**src/rtl/uart_tx_arbiter.sv**
```systemverilog
// uart_tx_arbiter
//
// Shares a single UART TX serializer between N_REQ byte requesters. A
// round-robin arbiter picks one pending request while idle, latches its byte
// and parity settings, fires a one-cycle launch strobe at the TX core, then
// follows the core's busy handshake until the frame finishes (or until busy
// never shows up, in which case the frame is dropped with an error pulse).
//
// Ports:
//   clk            system clock, everything on posedge
//   rst            synchronous reset, active-high
//   req_valid      per-requester request
//   req_data       packed request bytes, requester i at [i*DATA_W +: DATA_W]
//   req_par_en     per-requester parity enable
//   req_par_typ    per-requester parity type (0 even, 1 odd)
//   req_ready      one-hot, one-cycle accept pulse
//   tx_p_data      byte presented to the TX core
//   tx_data_valid  one-cycle launch strobe to the TX core
//   tx_par_en      parity enable to the TX core
//   tx_par_typ     parity type to the TX core
//   tx_busy        TX core busy
//   grant_id       index of the current / most recent winner
//   active         high from accept until the frame completes or is dropped
//   frame_done     one-cycle pulse when the core finishes the frame
//   timeout_err    one-cycle pulse when busy never rose after the strobe

module uart_tx_arbiter #(
  parameter int N_REQ        = 4,
  parameter int DATA_W       = 8,
  parameter int BUSY_TIMEOUT = 4
) (
  input  logic                       clk,
  input  logic                       rst,
  input  logic [N_REQ-1:0]           req_valid,
  input  logic [N_REQ*DATA_W-1:0]    req_data,
  input  logic [N_REQ-1:0]           req_par_en,
  input  logic [N_REQ-1:0]           req_par_typ,
  output logic [N_REQ-1:0]           req_ready,
  output logic [DATA_W-1:0]          tx_p_data,
  output logic                       tx_data_valid,
  output logic                       tx_par_en,
  output logic                       tx_par_typ,
  input  logic                       tx_busy,
  output logic [$clog2(N_REQ)-1:0]   grant_id,
  output logic                       active,
  output logic                       frame_done,
  output logic                       timeout_err
);

  localparam int ID_W  = $clog2(N_REQ);
  localparam int CNT_W = $clog2(BUSY_TIMEOUT + 1);

  typedef enum logic [2:0] {
    IDLE,
    LAUNCH,
    WAIT_BUSY,
    WAIT_DONE,
    GAP
  } state_t;

  state_t            state, next_state;
  logic [ID_W-1:0]   rr_ptr, next_rr_ptr;
  logic [CNT_W-1:0]  cnt, next_cnt, cnt_inc;

  logic [N_REQ-1:0]  next_req_ready;
  logic [DATA_W-1:0] next_tx_p_data;
  logic              next_tx_data_valid;
  logic              next_tx_par_en;
  logic              next_tx_par_typ;
  logic [ID_W-1:0]   next_grant_id;
  logic              next_active;
  logic              next_frame_done;
  logic              next_timeout_err;

  logic              found;
  logic [ID_W-1:0]   winner;
  logic [ID_W-1:0]   winner_plus1;

  // Round-robin search: walk from rr_ptr upward, wrapping at N_REQ, and
  // keep the first requester that is asking. N_REQ need not be a power of
  // two, so the wrap is an explicit modulo rather than natural overflow.
  always_comb begin
    found  = 1'b0;
    winner = '0;
    for (int k = 0; k < N_REQ; k++) begin
      if (!found && req_valid[(int'(rr_ptr) + k) % N_REQ]) begin
        found  = 1'b1;
        winner = ID_W'((int'(rr_ptr) + k) % N_REQ);
      end
    end
    winner_plus1 = ID_W'((int'(winner) + 1) % N_REQ);
  end

  assign cnt_inc = cnt + 1'b1;

  // Next-state and next-output logic. Every output is registered, so this
  // block computes what each output register should hold after the edge.
  // Pulse outputs default to 0; the latched byte, parity bits and grant
  // default to holding so they stay put until the next accept.
  always_comb begin
    next_state         = state;
    next_rr_ptr        = rr_ptr;
    next_cnt           = cnt;
    next_req_ready     = '0;
    next_tx_p_data     = tx_p_data;
    next_tx_data_valid = 1'b0;
    next_tx_par_en     = tx_par_en;
    next_tx_par_typ    = tx_par_typ;
    next_grant_id      = grant_id;
    next_active        = active;
    next_frame_done    = 1'b0;
    next_timeout_err   = 1'b0;

    case (state)
      IDLE: begin
        // A busy core means someone else is driving it or a frame is still
        // draining, so hold off even if requests are pending.
        if (!tx_busy && found) begin
          next_req_ready[winner] = 1'b1;
          next_tx_p_data         = req_data[int'(winner)*DATA_W +: DATA_W];
          next_tx_par_en         = req_par_en[winner];
          next_tx_par_typ        = req_par_typ[winner];
          next_grant_id          = winner;
          next_active            = 1'b1;
          next_rr_ptr            = winner_plus1;
          next_state             = LAUNCH;
        end
      end

      LAUNCH: begin
        next_tx_data_valid = 1'b1;
        next_cnt           = '0;
        next_state         = WAIT_BUSY;
      end

      WAIT_BUSY: begin
        // Busy is checked before the counter so that busy arriving on the
        // very cycle the limit is reached still counts as a launched frame.
        if (tx_busy) begin
          next_state = WAIT_DONE;
        end else if (cnt_inc == CNT_W'(BUSY_TIMEOUT)) begin
          next_timeout_err = 1'b1;
          next_active      = 1'b0;
          next_cnt         = '0;
          next_state       = IDLE;
        end else begin
          next_cnt = cnt_inc;
        end
      end

      WAIT_DONE: begin
        if (!tx_busy) begin
          next_frame_done = 1'b1;
          next_active     = 1'b0;
          next_state      = GAP;
        end
      end

      GAP: begin
        // One dead cycle so consecutive launches always have a low cycle
        // between strobes.
        next_state = IDLE;
      end

      default: begin
        next_state = IDLE;
      end
    endcase
  end

  // State and output registers. Reset clears everything, which also kills
  // any frame in flight without producing a done or error pulse.
  always_ff @(posedge clk) begin
    if (rst) begin
      state         <= IDLE;
      rr_ptr        <= '0;
      cnt           <= '0;
      req_ready     <= '0;
      tx_p_data     <= '0;
      tx_data_valid <= 1'b0;
      tx_par_en     <= 1'b0;
      tx_par_typ    <= 1'b0;
      grant_id      <= '0;
      active        <= 1'b0;
      frame_done    <= 1'b0;
      timeout_err   <= 1'b0;
    end else begin
      state         <= next_state;
      rr_ptr        <= next_rr_ptr;
      cnt           <= next_cnt;
      req_ready     <= next_req_ready;
      tx_p_data     <= next_tx_p_data;
      tx_data_valid <= next_tx_data_valid;
      tx_par_en     <= next_tx_par_en;
      tx_par_typ    <= next_tx_par_typ;
      grant_id      <= next_grant_id;
      active        <= next_active;
      frame_done    <= next_frame_done;
      timeout_err   <= next_timeout_err;
    end
  end

endmodule

```
**config.mk**
```make
export PLATFORM = sky130hd
export DESIGN_NAME = uart_tx_arbiter
export DESIGN_NICKNAME = d
export VERILOG_FILES = /design/src/rtl/uart_tx_arbiter.sv
export SDC_FILE = /design/constraint.sdc
export NUM_CORES = 1
export LEC_CHECK = 0
export BUFFER_PORTS_ARGS = -buffer_cell sky130_fd_sc_hd__buf_2
export CORE_MARGIN = 5
export CORE_UTILIZATION = 33
export DETAILED_ROUTE_END_ITERATION = 10
export MAX_ROUTING_LAYER = met4
export PLACE_DENSITY = 0.67
export SETUP_SLACK_MARGIN = 0.5
export SKIP_CTS_REPAIR_TIMING = 1
export SLEW_MARGIN = 15
export SYNTH_ARGS = -nofsm -noshare
export SYNTH_HDL_FRONTEND = slang
export SYNTH_SLANG_ARGS = --single-unit
```
**constraint.sdc**
```tcl
create_clock -name clk -period 2.5 [get_ports clk]
set_input_delay 0.125 -clock clk [delete_from_list [all_inputs] [get_ports clk]]
set_output_delay 0.125 -clock clk [all_outputs]
set_load 0.1 [all_outputs]
```
; ---- Word level (Yosys, flattened, before mapping)
; Cells that the tools add are included.
[word_totals]
register_bits = 28
inputBits = 47
elab_cells = 103
[classes]
n_addsub = 5
order_cmp = 6
eq_ne = 9
shift = 1
mux = 41
bitwise = 7
reduce_logical = 22
[op_table]
columns = operator, count
row1 = 32-bit by 6-bit indexed part select with 8-bit output, 1
row2 = 1-bit 2-to-1 mux, 21
row3 = 3-bit 2-to-1 mux, 6
row4 = 1-bit binary-select mux with 2-bit select, 6
row5 = 3-bit by 4-bit less-than comparator with 1-bit output (second input constant), 3
row6 = 3-bit one-hot mux with 4 select lines, 1
row7 = 2-bit 2-to-1 mux, 4
row8 = 2-bit != test (second input constant), 4
row9 = 2-bit OR reduction, 4
row10 = 3-bit by 2-bit == test with 1-bit output (second input constant), 2
row11 = 2-bit by 3-bit less-than comparator with 1-bit output (second input constant), 2
row12 = 3-bit one-hot mux with 2 select lines, 1
row13 = 3-bit OR reduction, 2
row14 = 1-bit logical AND, 5
row15 = 5-bit AND reduction, 1
row16 = 2-bit by 1-bit adder with 2-bit output (second input constant), 2
row17 = 2-bit adder (second input constant), 2
row18 = 1-bit logical NOT, 4
row19 = 1-bit NOT, 4
row20 = 2-bit AND reduction, 2
row21 = 3-bit by 1-bit adder with 3-bit output (second input constant), 1
row22 = 1-bit bitwise AND (first input constant), 3
row23 = 3-bit by 1-bit == test with 1-bit output (second input constant), 1
row24 = 3-bit == test (second input constant), 1
row25 = other kinds (8), 8

; ---- Longest topological paths before layout
[logic_depth]
ltp_word = 18
mapped_depth = 7

; ---- Worst setup path after synthesis
; OpenSTA, ideal clock, no wires.
[synth_path]
path_type = register to register
from = register rr_ptr[1]
to = register req_ready[0]
setup_ns = 0.115
arrival_time_ns = 1.440
required_time_ns = 2.385
setup_slack_ns = 0.945
stages_incl_launch_ff = 7
path_buffers = 0
path_cell_list = dfxtp_1 -> mux2i_1 -> nor2_1 -> nor3_4 -> inv_1 -> ha_1 -> and2_1
[synth_via]
elab_chain_cells = 16
elab_cells_between_ends = 36
cone_classes = 3 x add/sub / 2 x order compare / 21 x mux / 1 x bitwise / 9 x reduce/logical
[synth_lines]
columns = element, line
row1 = start: declaration, 62  ; logic [ID_W-1:0] rr_ptr, next_rr_ptr;
row2 = start signal: assignment, 189  ; rr_ptr <= next_rr_ptr;
row3 = 2-bit by 1-bit adder with 2-bit output / 1-bit binary-select mux with 2-bit select (equally long branches), 86  ; if (!found && req_valid[(int'(rr_ptr) + k) % N_REQ]) begin
row4 = 1-bit binary-select mux with 2-bit select / 1-bit 2-to-1 mux (equally long branches), 86
row5 = 1-bit 2-to-1 mux (implied by the code), 86
row6 = 1-bit 2-to-1 mux (implied by the code) / 1-bit logical NOT (equally long branches), 86
row7 = 1-bit logical AND, 86
row8 = 1-bit 2-to-1 mux, 86
row9 = 1-bit logical NOT, 86
row10 = 1-bit logical AND, 86
row11 = 1-bit 2-to-1 mux, 86
row12 = 1-bit logical NOT, 86
row13 = 1-bit logical AND, 86
row14 = 2-bit 2-to-1 mux *, 86
row15 = via winner[0], 76  ; logic [ID_W-1:0] winner;
row16 = 2-bit by 3-bit less-than comparator with 1-bit output (implied by the code) / 2-bit by 1-bit greater-or-equal comparator with 1-bit output (equally long branches), 119  ; next_req_ready[winner] = 1'b1;
row17 = 1-bit logical AND (implied by the code), 119
row18 = 1-bit 2-to-1 mux (implied by the code), 119
row19 = 1-bit demux with 2-bit select *, 119
row20 = end signal: assignment, 191  ; req_ready <= next_req_ready;
row21 = end: declaration, 38  ; output logic [N_REQ-1:0] req_ready,
; Mark *: on every way through the listed nets, which the timed path passes. The rest lies on a longest branch. The select of a mux whose other input is x is not followed.
; A chain may end at the register's enable or synchronous reset.

; ---- Final worst setup path
[layout_path]
from = register rr_ptr[0]
to = register tx_p_data[7]
[layout_via]
elab_chain_cells = 14
elab_cells_between_ends = 31
cone_classes = 3 x add/sub / 1 x shift / 19 x mux / 8 x reduce/logical
[layout_lines]
columns = element, line
row1 = "parallel branches: the longest is 14 deep, another holds 2-bit by 1-bit adder with 2-bit output", --
row2 = end signal: assignment, 192  ; tx_p_data <= next_tx_p_data;
row3 = end: declaration, 39  ; output logic [DATA_W-1:0] tx_p_data,
; Parallel ways; which one is timed is not known. The select of a mux whose other input is x is not followed.

==> impl_metrics.toml <==
[clock_network]
path_clk_slew_ps = 100
clk_path_buf_depth = 2
cts.sinks = 28
clock-root-buffer = "clkbuf_8"
cts_tree = "done"
clk_latency_ps = 280
cts-htree-levels = 1
cts_buffers = 3

[floorplanning]
io_pins = 67
die_area_um2 = 5910
start_util = 0.339
row_count = 24
fp.dieH_um = 76.9
core-area_um2 = 4350
die_x_um = 76.9

[setup_path]
r2r_end = "tx_p_data[7]"
path_depth = 6
start_kind = "register"
worstPathCellList = "inv_1 -> a21oi_1 -> a2bb2oi_4 -> buf_12 -> mux2i_1 -> o221ai_1"
rr_startpoint = "rr_ptr[0]"
crit_arrival_ps = 1930
cp.buffers_inverters = 2
critPathTopFamily = "compound AO/OA/AOI/OAI gates"
reg2reg_slack_ps = 720
critPathMaxFanout = 14
end_kind = "register"
crit_required_ps = 2650
r2r_cells = 6
cp_slowest_cell = "a2bb2oi_4"
critical_path_class = "reg2reg"
cpPeakStageDelay_ps = 420

[logic_synthesis]
ys_ff_latch = 28
postSynthAreaPerCell_um2 = 10.3
yosysTopAreaCell = "dfxtp_1"
ys.flop_type = "dfxtp_1"
synth_enable_flop_cells = 0
synthCells = 143
synth_area_leaders = "dfxtp_1 38%, mux2i_1 16%, nand3b_1 6.1%, o221ai_1 5.9%, ha_1 5.1%"
synth_top_area_frac = 0.380
ys_warn_count = 0
synth_cell_type_count = 29
synth_nets = 196
synth_area_um2 = 1480
seq_area_frac_synth = 0.380
synthArstFlopShare = 0

[routing]
routed_wl_um = 3660
route.detailed.drc = 0
vias = 1285
via_per_inst = 4.92
first_pass_iters = 4
drt-wirelength-per-cell_um = 14.0
initialDrtViolationCount = 48
drtAntennaViolNets = 0

[final_layout]
finalInstanceArea_um2 = 1920
most-common-layout-cells = "66 x buf_2, 28 x dfxtp_1, 24 x mux2i_1"
drive_gt1_frac = 0.378
nets = 263
syn_to_final_growth_pct = 30.4
layout_commonest_cell = "buf_2"
antennaDiodeCount = 0

[min_path]
hold_end = "tx_par_typ"
hold_class = "in2reg"
hold_depth = 3
min-delay-start = "req_par_typ[0]"

[timing]
min_period_over_period = 0.711
fin_skew_ps = 8.74
hold_violations = 0
rsz0062_at_grt = "false"
final-max-slew-violation-count = 0
setup_viol = 0
relSlewSlack = 0.667
tightest_slew_ps = 503
setup_ws_ps = 722
fmax_mhz = 562
hold_slack_ps = 152
fin_tns_setup_ps = 0
period_minus_slack_ps = 1780

[pwr]
p_clk_frac = 0.262
powerDensity_nw_per_um2 = 712
p_seq_frac = 0.371
p_leak_uw = 0.000892
swShare = 0.385
power.internal_uw = 843
pwr-share-comb = 0.367
switching_power_uw = 527
ir_drop_mv = 0.319

[placement]
hpwl_um = 2740
port_buffers = 66
placedInstanceArea_um2 = 1850
gp_congestion = 0.774
post-place-ws_ps = 737

[global_routing]
grt_pass1_vias = 1316
grt_pass1_wl_um = 6200
grt_max_degree = 26
grt_util_all_layers = 0.130
overflow = 0
grt_antenna_before_repair = 0

[status]
outcome = "finished clean"

[flow_run]
maxCapViolCount = 0
[worst max-delay path by stage]
stage	from	endpoint
2_1_floorplan	rr_ptr[1]	req_ready[0]
6_report	rr_ptr[0]	tx_p_data[7]
4_1_cts	rr_ptr[0]	tx_p_data[7]
3_3_place_gp	rr_ptr[1]	req_ready[2]
3_5_place_dp	rr_ptr[1]	tx_p_data[7]
5_1_grt	rr_ptr[0]	req_ready[1]
[through the flow]
step | instances | util | total power, uW
2_1_floorplan | 143 | - | 918
3_3_place_gp | 257 | 0.426 | 1020
3_5_place_dp | 257 | 0.426 | 1030
4_1_cts | 261 | 0.442 | 1390
5_1_grt | 261 | 0.442 | 1440
6_report | 261 | 0.442 | 1370
[metal layers]
metal,track usage,share of wire
met2,0.210,0.48
met3,0.0316,0.056
met4,0.0315,0.0098
met1,0.164,0.45
met5,-,0
[power groups by stage]
stage / clock, uW / combinational, uW / sequential [uW]
after floorplan: 0 / 190 / 728
final: 359 / 502 / 509
after CTS: 373 / 507 / 509
after global routing: 391 / 536 / 515
after detailed placement: 0 / 506 / 519
after global placement: 0 / 503 / 519
[cells by family (layout without fill, tap and decap cells)]
| group | count (synthesis) | in the layout | synth area share |
|---|---|---|---|
| buffers and inverters | 9 | 75 | 0.0356 |
| adders and majority gates | 6 | 6 | 0.0509 |
| and+or+nand+nor | 50 | 50 | 0.231 |
| DFF | 28 | 28 | 0.380 |
| muxes | 24 | 24 | 0.163 |
| AOI/OAI and AO/OA | 25 | 25 | 0.134 |
| xor gates and xnor gates | 1 | 1 | 0.00594 |
[sequential cells by signal (all words and copies together) (netlist names)]
name and flops:
frame_done 1, active 1, grant_id 2, req_ready 4, cnt 3, tx_p_data 8, state 3, tx_par_en 1
rr_ptr 2, tx_par_typ 1, timeout_err 1, tx_data_valid 1
[synthesized netlist by cell type (all sizes together) (4+ instances only)]
cell	n
nand2	6
ha	6
nand3b	12
mux2i	24
nor3b	6
inv	4
nor2	11
dfxtp	28
and2	5
a21oi	7
o221ai	10
[worst register-to-register path: cells and delay by family, from the launching register on]
family                 cells  cell delay (ps)
multiplexers               1              230
flip-flops                 1              350
AO/OA/AOI/OAI              3              790
buffers and inverters      2              300
[layout make-up]
class	instances	area, um2
Sequential cell	28	561
Tap cell	52	65.1
Clock inverter	1	30.0
Fill cell	439	2430
Multi-Input combinational cell	106	862
Timing Repair Buffer	67	350
Inverter	4	15.0
Clock buffer	3	41.3
Power figures use the tool's default switching activity.
